<file path="config.mk">
export PLATFORM = sky130hd
export DESIGN_NAME = tx_controller
export DESIGN_NICKNAME = d
export VERILOG_FILES = /design/src/rtl/tx_controller.sv
export SDC_FILE = /design/constraint.sdc
export NUM_CORES = 1
export LEC_CHECK = 0
export BUFFER_PORTS_ARGS = -buffer_cell sky130_fd_sc_hd__buf_2
export CORE_AREA = 2 2 39 41
export DETAILED_ROUTE_END_ITERATION = 6
export DIE_AREA = 0 0 41 43
export PLACE_DENSITY_LB_ADDON = 0.1
export SLEW_MARGIN = 30
export SYNTH_ARGS = -nofsm -noshare
export SYNTH_HDL_FRONTEND = slang
export SYNTH_SLANG_ARGS = --single-unit
export TNS_END_PERCENT = 100
</file>
<file path="constraint.sdc">
create_clock -name clk -period 1.2 [get_ports clk]
set_input_delay 0.18 -clock clk [delete_from_list [all_inputs] [get_ports clk]]
set_output_delay 0.18 -clock clk [all_outputs]
set_load 0.02 [all_outputs]
</file>
<file path="src/rtl/tx_controller.sv">
// tx_controller: control FSM for the UART transmitter datapath.
//
// Sequences a byte through the tx datapath: data-register load, shift-register
// load, start-bit launch and the data-bit shift loop. Mealy machine: every output
// is a single-cycle strobe decoded from the current state plus the inputs, and at
// most one strobe is high in any cycle.
//
// Ports
//   clk             in  clock, all state updates on posedge
//   rst_b           in  synchronous active-low reset
//   byteReady       in  host: data register holds a byte for the shift register
//   transmitByte    in  host: begin transmitting the loaded byte
//   bitCountMax     in  datapath: bit counter reached the final bit
//   loadDataReg     in  host: request load of the data register
//   clear           out strobe: clear bit counter / end of frame
//   shift           out strobe: shift the tx shift register one bit
//   start           out strobe: launch the start bit
//   loadShiftReg    out strobe: copy data register into shift register
//   sigLoadDataReg  out strobe: load data register from host bus
module tx_controller #(
    parameter int unsigned               stateCount = 3,
    parameter logic [stateCount-1:0]     idle       = 3'b001,
    parameter logic [stateCount-1:0]     waiting    = 3'b010,
    parameter logic [stateCount-1:0]     sending    = 3'b100
) (
    input  logic clk,
    input  logic rst_b,
    input  logic byteReady,
    input  logic transmitByte,
    input  logic bitCountMax,
    input  logic loadDataReg,
    output logic clear,
    output logic shift,
    output logic start,
    output logic loadShiftReg,
    output logic sigLoadDataReg
);

    // One-hot state register; name is fixed because it is probed from outside.
    logic [stateCount-1:0] currentState;
    logic [stateCount-1:0] nextState;

    always_ff @(posedge clk) begin
        if (!rst_b) begin
            currentState <= idle;
        end else begin
            currentState <= nextState;
        end
    end

    always_comb begin
        nextState      = currentState;
        clear          = 1'b0;
        shift          = 1'b0;
        start          = 1'b0;
        loadShiftReg   = 1'b0;
        sigLoadDataReg = 1'b0;

        if (!rst_b) begin
            // Strobes are held low for the whole reset; an aborted frame never
            // sees clear.
            nextState = idle;
        end else begin
            case (currentState)
                idle: begin
                    // A data-register load wins over handing the byte onward.
                    if (loadDataReg) begin
                        sigLoadDataReg = 1'b1;
                    end else if (byteReady) begin
                        loadShiftReg = 1'b1;
                        nextState    = waiting;
                    end
                end
                waiting: begin
                    if (transmitByte) begin
                        start     = 1'b1;
                        nextState = sending;
                    end
                end
                sending: begin
                    if (bitCountMax) begin
                        clear     = 1'b1;
                        nextState = idle;
                    end else begin
                        shift = 1'b1;
                    end
                end
                default: begin
                    // Illegal encoding: stay silent and recover.
                    nextState = idle;
                end
            endcase
        end
    end

endmodule

</file>
==> results by stage <==
Route:
- The detailed-route vias per instance is 4.13.
- For this run, the detailed router's first-pass iteration total came to 2.
- The number of nets with antenna violations after detailed routing is 0.
- The count of unresolved DRC violations after routing is 0.
- The detailed router finished its first iteration with 3 violations.
- Across all layers, the routed design uses 231 vias.
- In the final routed layout, each cell accounts on average for 9.52 µm.
- Wires add up to 533 µm.

Hold path:
- The path type of the worst min-delay path is in2reg.

Clock network:
- In this run the number of H-tree levels came out at 1.
- The quantity of hold-fixing buffers added after cts is 0.
- The maximum root-to-sink buffer count is 2.
- For this design, the sink count on the clock tree is 3.
- TritonCTS built the clock tree.
- Clock tree synthesis inserted a total of 3 buffers.
- The clock latency at the later pin of the worst-skew pair is 0.23 ns.
- The cell at the root of the clock tree is sky130_fd_sc_hd__clkbuf_4.
- The CTS clock-pin slew for the worst setup and hold paths is 0.04 ns.

Placement:
- Before CTS, the worst setup slack after placement is 0.106 ns.
- After detailed placement, the design holds a cell count of 51.
- The weighted congestion reported at the end of routability-driven placement is 0.692.
- Once detailed placement completed, the half-perimeter wirelength came to 407 µm.
- Buffers placed on the I/O ports in this run total 10.
- In this run the cell area measured after placement is 299 µm².

Finish:
- The number of antenna diodes is 0.
- After routing the design area is 350 µm².
- The area overhead of the layout relative to synthesis is 72.8%.
- The sequential cell area in the final layout is 62.6 µm².
- In the layout the commonest cells are 7 x sky130_fd_sc_hd__buf_4, 6 x sky130_fd_sc_hd__buf_2, 3 x sky130_fd_sc_hd__clkbuf_4.
- The number of nets in the finished design is 47.
- Leaving out fill and tap cells, the most frequent cell in the layout is sky130_fd_sc_hd__buf_4.
- The final cell utilization of the core is 0.253.
- Of the cells placed in the final design, the portion with a size suffix greater than 1 is 0.600.
- The combined area of the multi-input logic cells is 151 µm².
- In the final layout, the registers with the most flip-flops are currentState: 3 flops.
- The final non-filler cell total is 56.
- The largest register by flop count is currentState.
- The number of fillers in the final layout is 159.
- The flip-flop count of the largest register after layout is 3.

Setup path:
- The start-to-end type of the worst setup path is reg2out.
- STA puts the critical path data required time at 1.02 ns.
- Walking the worst path, the cells encountered are nand2b_4, nor4b_2, buf_4.
- The worst-path cell with the longest stage delay is sky130_fd_sc_hd__dfxtp_2.
- The maximum net fanout on the critical path is 4.
- In this design, the stage delay of the slowest critical-path cell is 0.32 ns.
- STA classifies the critical path endpoint as a primary output.
- The worst setup path is launched from a flop.
- The worst path arrival time is 1.09 ns.

Synthesis:
- The number of synthesized register bits is 3.
- The main combinational cell family by area after synthesis is simple AND/OR/NAND/NOR gates.
- The cell taking the most area after synthesis is sky130_fd_sc_hd__dfxtp_1.
- For this run, the register share of the synthesized area comes to 0.296.
- After synthesis, the share of cell area in mux cells is 0.
- Of the total synthesized cell area, the portion taken by full adders, half adders and majority gates is 0.
- Counting distinct cell types in the post-synthesis netlist gives 15.
- Counting every net in the synthesized netlist gives 29.
- After synthesis, the cell types taking the most area are sky130_fd_sc_hd__dfxtp_1 30%, sky130_fd_sc_hd__nor4b_1 8.6%, sky130_fd_sc_hd__nand4bb_2 8.0%.
- The area of the mapped netlist is 203 µm².
- For this run, the number of Yosys warnings is 0.
- Of the total synthesized cell area, the portion taken by XOR and XNOR cells is 0.
- The synthesized instance count is 23.
- The mean instance size in the synthesized netlist is 8.81 µm².
- Of the total synthesized cell area, the portion taken by AND, OR, NAND and NOR gates is 0.568.
- The compound-gate portion of the synthesized area is 0.0988.
- Of the post-synthesis cell area, the dominant cell type holds 0.296.

Die:
- The total number of placement rows is 14.
- For this design the top-level I/O count stands at 11.
- The die is 41 µm wide.
- The floorplan step defined a core boundary enclosing 1380 µm².
- The effective utilization at floorplan is 0.146.
- The floorplan die area is 1760 µm².
- The floorplan step set the die height to 43 µm.

Timing:
- The final clock period utilization by the worst path is 1.06.
- The final critical delay including setup and external delays is 1.27 ns.
- Based on the critical path, the design can be clocked at up to 786 MHz.
- At the pin with the least slew margin, the transition time is 0.237 ns.
- The setup slack after layout is -0.0728 ns.
- The number of slew-limit violations in the final report is 0.
- Setup violations remaining at the end of the flow were counted as 5.
- Between clock sinks in the finished design, the worst skew comes to 0.00100 ns.
- The number of endpoints with negative hold slack in the final report came to 0.
- The headroom to the max-slew limit is 0.840.
- Setup repair after global routing could not meet its margin everywhere.
- Final hold analysis gives a worst-case slack of 0.201 ns.

Power:
- The analysis attributes to net switching a power of 86.0 µW.
- In this run the power density over the cells is 972 nW/µm².
- The portion of total power attributed to the clock network is 0.534.
- The static leakage is 0.157 nW.
- The portion of total power attributed to sequential cells is 0.318.
- The internal portion of the total power is 255 µW.
- Of the total power, the share spent switching nets is 0.252.
- The relative contribution of combinational cells to total power is 0.148.
- IR analysis of the VDD net gives a maximum drop of 0.545 mV.

Job:
- Max-cap violations in this run came to 0.

Global routing:
- Entering global routing, the biggest net connects 7 pins.
- The via count of the first global-routing pass is 235.
- The overflow left after global routing is 0.
- For this run, the total global-route usage over all layers was measured as 0.0762.
- The first-pass GRT wire length is 869 µm.
- The initial antenna violation count is 0.

Status:
- The flow ran to the end, but the final reports show violations.
- The checks that failed: negative setup slack.
worst max-delay path: cells and delay by family, from the launching register on:
kind                   cells  cell delay [ns]
buffers and inverters      1             0.18
DFF                        1             0.32
and+or+nand+nor            2             0.36
per-layer routing:
metal  up-vias  part of all wire  wire length [µm]  GRT usage
met2         8              0.47               253      0.109
met5         -                 0                 0          0
li1        116                 -                 -          -
met3         2             0.058                31     0.0157
met1       105              0.44               233     0.0831
met4         0             0.026                14     0.0800
Yosys cell counts (all sizes together):
cell / count
dfxtp: 3
a21oi: 2
inv: 2
nand2b: 2
nor2: 2
nor3: 2
nor3b: 2
nor4b: 2
o21ai: 2
and2b: 1
and3b: 1
nand3b: 1
nand4bb: 1
final cells by class:
class,count,share of cell area
Clock buffer,4,0.0750
Tap cell,16,0.0571
Sequential cell,3,0.179
Inverter,2,0.0214
Multi-Input combinational cell,18,0.432
Timing Repair Buffer,13,0.236
path summary, 6_finish.rpt:
kind / start / endpoint / slack (ns) / cells after the start
hold / removal: rst_b / currentState[0] / 0.20 / 2
setup reg to reg: currentState[2] / currentState[2] / 0.17 / 5
hold reg to reg: currentState[0] / currentState[2] / 0.47 / 1
setup / recovery: currentState[2] / sigLoadDataReg / -0.07 / 3
stage by stage:
step	total power, mW	setup TNS, ns
floorplan	0.135	0
global placement	0.158	0
detailed placement	0.157	0
CTS	0.347	-0.435
global route	0.359	-0.590
finish	0.341	-0.285
power groups by stage:
stage / clock, mW / combinational (mW) / sequential (mW)
global placement: 0 / 0.0485 / 0.109
CTS: 0.189 / 0.0492 / 0.108
detailed placement: 0 / 0.0477 / 0.110
floorplan: 0 / 0.0256 / 0.110
finish: 0.182 / 0.0504 / 0.108
global route: 0.196 / 0.0549 / 0.109
cell families (layout without fill, tap and decap cells):
logic type,after synthesis,count (layout)
AND/OR/NAND/NOR,14,14
AO/OA/AOI/OAI,4,4
flip-flops,3,3
buffers and inverters,2,19
timing repair:
action	in CTS	in global routing
resized for setup	4	3
setup buffers	1	0
endpoints found under the setup margin	5	5
pin swaps	1	0
(Power assumes the default switching activity.)
